### src/rtl/multicycle_ctrl.sv
// Multicycle MIPS control unit: Moore FSM sequencing fetch/decode/execute/
// memory/writeback, stalling on a req/ready memory handshake.
// Optional BNE support is compiled in when MCTRL_BNE_EN is defined.
module multicycle_ctrl #(
  parameter int unsigned    OP_W     = 6,
  parameter logic [OP_W-1:0] OP_RTYPE = 6'b000000,
  parameter logic [OP_W-1:0] OP_LW    = 6'b100011,
  parameter logic [OP_W-1:0] OP_SW    = 6'b100001,
  parameter logic [OP_W-1:0] OP_BEQ   = 6'b000100,
  parameter logic [OP_W-1:0] OP_ADDI  = 6'b001000,
  parameter logic [OP_W-1:0] OP_J     = 6'b000010
) (
  input  logic            clk,
  input  logic            reset_n,
  input  logic [OP_W-1:0] instruc,
  input  logic            zero,
  input  logic            mem_ready,
  output logic            mem_req,
  output logic            mem_write,
  output logic            lor_d,
  output logic            ir_write,
  output logic            pc_write,
  output logic            branch,
  output logic            pc_en,
  output logic [1:0]      pc_src,
  output logic            alu_src_a,
  output logic [1:0]      alu_src_b,
  output logic [1:0]      alu_instruc,
  output logic            reg_write,
  output logic            reg_dst,
  output logic            mem_reg,
  output logic            illegal_op,
  output logic [3:0]      state_o
);

  localparam int unsigned STATE_W = 4;

`ifdef MCTRL_BNE_EN
  localparam logic [OP_W-1:0] OP_BNE = OP_W'(6'b000101);
`endif

  typedef enum logic [STATE_W-1:0] {
    S_FETCH   = 4'd0,
    S_DECODE  = 4'd1,
    S_MEMADR  = 4'd2,
    S_MEMRD   = 4'd3,
    S_MEMWB   = 4'd4,
    S_MEMWR   = 4'd5,
    S_RTYPEEX = 4'd6,
    S_RTYPEWB = 4'd7,
    S_BEQEX   = 4'd8,
    S_ADDIEX  = 4'd9,
    S_ADDIWB  = 4'd10,
`ifdef MCTRL_BNE_EN
    S_JEX     = 4'd11,
    S_BNEEX   = 4'd12
`else
    S_JEX     = 4'd11
`endif
  } state_e;

  state_e state_q, state_d;

  // Pre-reset-gating decoded controls
  logic       mem_req_c, mem_write_c, lor_d_c, ir_write_c, pc_write_c;
  logic       branch_c, take_c, alu_src_a_c, reg_write_c, reg_dst_c;
  logic       mem_reg_c, illegal_op_c;
  logic [1:0] pc_src_c, alu_src_b_c, alu_instruc_c;

  // State register; reset aborts any instruction in flight
  always_ff @(posedge clk or negedge reset_n) begin
    if (!reset_n) begin
      state_q <= S_FETCH;
    end else begin
      state_q <= state_d;
    end
  end

  // Next-state and control decode from the current state
  always_comb begin
    state_d       = state_q;
    mem_req_c     = 1'b0;
    mem_write_c   = 1'b0;
    lor_d_c       = 1'b0;
    ir_write_c    = 1'b0;
    pc_write_c    = 1'b0;
    branch_c      = 1'b0;
    take_c        = 1'b0;
    pc_src_c      = 2'b00;
    alu_src_a_c   = 1'b0;
    alu_src_b_c   = 2'b00;
    alu_instruc_c = 2'b00;
    reg_write_c   = 1'b0;
    reg_dst_c     = 1'b0;
    mem_reg_c     = 1'b0;
    illegal_op_c  = 1'b0;

    case (state_q)
      S_FETCH: begin
        mem_req_c   = 1'b1;
        alu_src_b_c = 2'b01;
        ir_write_c  = mem_ready;
        pc_write_c  = mem_ready;
        if (mem_ready) state_d = S_DECODE;
      end
      S_DECODE: begin
        alu_src_b_c = 2'b11;
        if (instruc == OP_LW || instruc == OP_SW) state_d = S_MEMADR;
        else if (instruc == OP_RTYPE)             state_d = S_RTYPEEX;
        else if (instruc == OP_BEQ)               state_d = S_BEQEX;
        else if (instruc == OP_ADDI)              state_d = S_ADDIEX;
        else if (instruc == OP_J)                 state_d = S_JEX;
`ifdef MCTRL_BNE_EN
        else if (instruc == OP_BNE)               state_d = S_BNEEX;
`endif
        else begin
          illegal_op_c = 1'b1;
          state_d      = S_FETCH;
        end
      end
      S_MEMADR: begin
        alu_src_a_c = 1'b1;
        alu_src_b_c = 2'b10;
        state_d     = (instruc == OP_SW) ? S_MEMWR : S_MEMRD;
      end
      S_MEMRD: begin
        mem_req_c = 1'b1;
        lor_d_c   = 1'b1;
        if (mem_ready) state_d = S_MEMWB;
      end
      S_MEMWB: begin
        reg_write_c = 1'b1;
        mem_reg_c   = 1'b1;
        state_d     = S_FETCH;
      end
      S_MEMWR: begin
        mem_req_c   = 1'b1;
        mem_write_c = 1'b1;
        lor_d_c     = 1'b1;
        if (mem_ready) state_d = S_FETCH;
      end
      S_RTYPEEX: begin
        alu_src_a_c   = 1'b1;
        alu_instruc_c = 2'b10;
        state_d       = S_RTYPEWB;
      end
      S_RTYPEWB: begin
        reg_write_c = 1'b1;
        reg_dst_c   = 1'b1;
        state_d     = S_FETCH;
      end
      S_BEQEX: begin
        alu_src_a_c   = 1'b1;
        alu_instruc_c = 2'b01;
        branch_c      = 1'b1;
        take_c        = zero;
        pc_src_c      = 2'b01;
        state_d       = S_FETCH;
      end
`ifdef MCTRL_BNE_EN
      S_BNEEX: begin
        alu_src_a_c   = 1'b1;
        alu_instruc_c = 2'b01;
        branch_c      = 1'b1;
        take_c        = ~zero;
        pc_src_c      = 2'b01;
        state_d       = S_FETCH;
      end
`endif
      S_ADDIEX: begin
        alu_src_a_c = 1'b1;
        alu_src_b_c = 2'b10;
        state_d     = S_ADDIWB;
      end
      S_ADDIWB: begin
        reg_write_c = 1'b1;
        state_d     = S_FETCH;
      end
      S_JEX: begin
        pc_src_c   = 2'b10;
        pc_write_c = 1'b1;
        state_d    = S_FETCH;
      end
      // Unused encodings: outputs stay at their zero defaults
      default: state_d = S_FETCH;
    endcase
  end

  // Outputs forced low while reset is held so no strobe escapes
  assign mem_req     = reset_n & mem_req_c;
  assign mem_write   = reset_n & mem_write_c;
  assign lor_d       = reset_n & lor_d_c;
  assign ir_write    = reset_n & ir_write_c;
  assign pc_write    = reset_n & pc_write_c;
  assign branch      = reset_n & branch_c;
  assign pc_en       = reset_n & (pc_write_c | (branch_c & take_c));
  assign pc_src      = reset_n ? pc_src_c : 2'b00;
  assign alu_src_a   = reset_n & alu_src_a_c;
  assign alu_src_b   = reset_n ? alu_src_b_c : 2'b00;
  assign alu_instruc = reset_n ? alu_instruc_c : 2'b00;
  assign reg_write   = reset_n & reg_write_c;
  assign reg_dst     = reset_n & reg_dst_c;
  assign mem_reg     = reset_n & mem_reg_c;
  assign illegal_op  = reset_n & illegal_op_c;
  assign state_o     = state_q;

endmodule
### config.mk
export PLATFORM = sky130hd
export DESIGN_NAME = multicycle_ctrl
export DESIGN_NICKNAME = d
export VERILOG_FILES = /design/src/rtl/multicycle_ctrl.sv
export SDC_FILE = /design/constraint.sdc
export NUM_CORES = 1
export LEC_CHECK = 0
export BUFFER_PORTS_ARGS = -buffer_cell sky130_fd_sc_hd__buf_2
export CORE_ASPECT_RATIO = 0.8
export CORE_MARGIN = 5
export CORE_UTILIZATION = 30
export CTS_BUF_LIST = sky130_fd_sc_hd__clkbuf_8
export DETAILED_ROUTE_END_ITERATION = 10
export GPL_TIMING_DRIVEN = 0
export HOLD_SLACK_MARGIN = 0.02
export PLACE_DENSITY = 0.59
export SYNTH_ARGS = -nofsm -noshare
export SYNTH_HDL_FRONTEND = slang
export SYNTH_SLANG_ARGS = --single-unit
### constraint.sdc
create_clock -name clk -period 1.15 [get_ports clk]
set_input_delay 0.0575 -clock clk [delete_from_list [all_inputs] [get_ports clk]]
set_output_delay 0.0575 -clock clk [all_outputs]
set_load 0.02 [all_outputs]
==> impl_metrics.csv <==
group,metric,value,unit
outcome,status,"finished, violations left",
outcome,violations,"negative setup slack",
sta,rsz0062_at_grt,"true",
worst_setup_path,path_common_cell,"buf_6",
hold_path,hp-class,"input pin to flip-flop",
logic_synthesis,synth.area.top_cells,"dfrtp_1, nor3_1, buf_4",
worst_setup_path,startpoint_type,"flip-flop",
clock_network,cts_sinks,4,
route,ant_nets,0,
clock_network,cts_buffers,3,
route,viasPerCell,5.40,
floorplanning,placeableCoreArea,1890,µm²
clock_network,cts_tree,"yes",
final_layout,largest_reg_flops,4,
placed_design,portBuffers,29,
sta,holdWs,0.202,ns
logic_synthesis,async_reset_ff_share,100,%
worst_setup_path,path_cells,"buf_6 > nor4b_4 > a31oi_1 > nor2_2 > a21o_1 > buf_6",
placed_design,dp_slack,-0.279,ns
logic_synthesis,synth_top_area_share,16.6,%
power_and_ir_drop,p_leak,0.671,nW
sta,period_share,142,%
worst_setup_path,crit_family,"flip-flops",
clock_network,htree_levels,1,
power_and_ir_drop,power_density,1900,nW/µm²
floorplanning,initial_utilization,31.8,%
floorplanning,ioPinCount,32,
worst_setup_path,crit_fanout,4,
logic_synthesis,synth_fp_nets,94,
sta,tightest_slew,0.582,ns
worst_setup_path,cp_slowest_cell,"dfrtp_2",
power_and_ir_drop,combPwrFrac,79.4,%
route,drc,0,
floorplanning,die_height,50.1,µm
logic_synthesis,synth_most_common_cell,"nor3_1",
power_and_ir_drop,power.switching,1.32,mW
grt,grt_pass1_wl,4280,µm
placed_design,gp_congestion,0.782,
sta,setup_viol,22,
route,drt_first_pass_iters,4,
sta,slew_headroom,60.7,%
placed_design,dp_hpwl,1530,µm
final_layout,n_antenna_cell,0,
route,routed_wl,2990,µm
floorplanning,die_area,3010,µm²
logic_synthesis,synthCells,84,
grt,overflow,0,
sta,min_period,1.63,ns
power_and_ir_drop,intPower,1.60,mW
final_layout,area_growth,156,%
floorplanning,die_w,60.1,µm
power_and_ir_drop,ir_drop,0.00146,V
clock_network,root_buffer,"clkbuf_8",
logic_synthesis,netlist_top_cells_count,"nor3_1, nand2_1, buf_4, nor2_1, o21ai_0",
final_layout,post-route-util,81.5,%
logic_synthesis,yosysSeqAreaShare,16.6,%
sta,fmax,614,MHz
grt,antenna_found_initial,0,
logic_synthesis,ys_seq_elements,4,
floorplanning,rows,14,
sta,hold_violations,0,
worst_setup_path,path_class,"flip-flop to primary output",
power_and_ir_drop,p_seq_share,9.8,%
grt,grt_max_degree,11,
route,vias,897,
logic_synthesis,syn_avg_cell_area,7.16,µm²
sta,setup_ws,-0.479,ns
worst_setup_path,crit_arrival,1.57,ns
logic_synthesis,synth_flop_cell,"dfrtp_1",
logic_synthesis,synth_edf_count,0,
worst_setup_path,crit_buf_inv,2,
power_and_ir_drop,p_clk_share,10.8,%
worst_setup_path,max_stage_delay,0.45,ns
job,drv_cap,0,
logic_synthesis,yosysTopAreaCell,"dfrtp_1",
logic_synthesis,syn_area,602,µm²
clock_network,clk_pin_slew,0.03,ns
power_and_ir_drop,swShare,45.1,%
logic_synthesis,ys_warn_count,0,
route,drt_iter0_markers,27,
worst_setup_path,worstPathRequired,1.09,ns
sta,setup_tns,-6.14,ns
clock_network,clk_latency,0.23,ns
final_layout,drive_gt1_share,79.6,%
sta,fin_skew,0.000342,ns
logic_synthesis,synth.distinct_cells,34,
worst_setup_path,worstSetupEndpointType,"primary output",
clock_network,cts.path.max_buffers,2,
route,avgRoutedWirePerCell,18.0,µm
grt,grt_pass1_vias,890,
final_layout,nNetsFinal,154,
grt,track_usage,19.0,%
sta,maxSlewViolCount,0,
[area by class of cell]
| type | count | area [µm²] |
|---|---|---|
| plain buffers | 8 | 104 |
| clock buffers | 3 | 41.3 |
| fillers | 114 | 349 |
| inverters | 2 | 7.51 |
| multi-input cells | 69 | 727 |
| flip-flops and latches | 4 | 105 |
| well taps | 24 | 30.0 |
| repair buffers | 56 | 528 |
[routing by layer]
metal  vias to the layer above  share of wire [%]  track usage [%]  routed length (µm)
met2                        39                 52             30.6                1550
met4                         0                1.2             2.95                  35
li1                        421                  -                -                   -
met3                         4                4.9             5.22                 146
met1                       433                 42             25.5                1260
met5                         -                  0                0                   0
[worst reg2reg max path, stage by stage (launching register included)]
cell and delay [ns]:
dfrtp_2 0.48, clkbuf_16 0.20, buf_4 0.15, o311ai_1 0.29
o21ai_1 0.11
[cell families after synthesis]
logic type	Yosys count	share of synthesized area [%]
flip-flops	4	16.6
buffers and inverters	11	11.0
XOR/XNOR	4	5.82
multiplexers	1	1.66
AND/OR/NAND/NOR	43	41.0
AO/OA/AOI/OAI	21	23.9
[power groups by stage]
| stage | clock (mW) | combinational (mW) | sequential (mW) |
|---|---|---|---|
| after detailed placement | 0 | 1.26 | 0.252 |
| after CTS | 0.295 | 1.92 | 0.267 |
| after global placement | 0 | 1.24 | 0.251 |
| after global routing | 0.325 | 2.46 | 0.297 |
| after floorplan | 0 | 0.928 | 0.290 |
| final | 0.315 | 2.32 | 0.287 |
[layout by cell type (no fill, tap or decap), types with 2 or more instances in the layout]
master    instances
nand2_2           2
o21ai_0           2
o21ai_1           4
buf_2            10
nor4_1            2
and2_4            2
nand2b_4          4
nor4b_4           2
o21ai_2           2
xor2_1            3
nand2_1           2
nor2_4            4
clkbuf_8          3
buf_6            27
a21oi_1           2
buf_8             3
buf_4            20
nor3_1            2
nand2_4           3
nor3_4            7
dfrtp_2           4
nor2b_4           3
[final timing paths]
kind / start / endpoint / slack, ns / depth (start not counted)
setup / recovery: state_o[1]$_DFFE_PN0P_ / pc_en / -0.48 / 6
hold / removal: instruc[2] / state_o[0]$_DFFE_PN0P_ / 0.20 / 4
setup reg to reg: state_o[3]$_DFFE_PN0P_ / state_o[1]$_DFFE_PN0P_ / -0.21 / 4
hold reg to reg: state_o[2]$_DFFE_PN0P_ / state_o[1]$_DFFE_PN0P_ / 0.70 / 3
max in group asynchronous: reset_n / state_o[1]$_DFFE_PN0P_ / 0.52 / 2
min in group asynchronous: reset_n / state_o[3]$_DFFE_PN0P_ / 0.42 / 2
[timing repair]
item / 4_1_cts / 5_1_grt
cloned: 1 / 0
gates resized for setup: 62 / 31
buffers inserted: 15 / 11
pin swaps: 15 / 13
hold endpoints to repair: 4 / 0
hold buffers: 1 / 0
setup endpoints to repair: 21 / 23
[through the flow]
step                      area [µm²]  power [mW]  cells
final                           1540        2.92    166
after global routing            1540        3.08    166
after CTS                       1340        2.48    155
after detailed placement         935        1.51    137
after global placement           935        1.49    137
after floorplan                  759        1.22     84
Power figures use the tool's default switching activity.
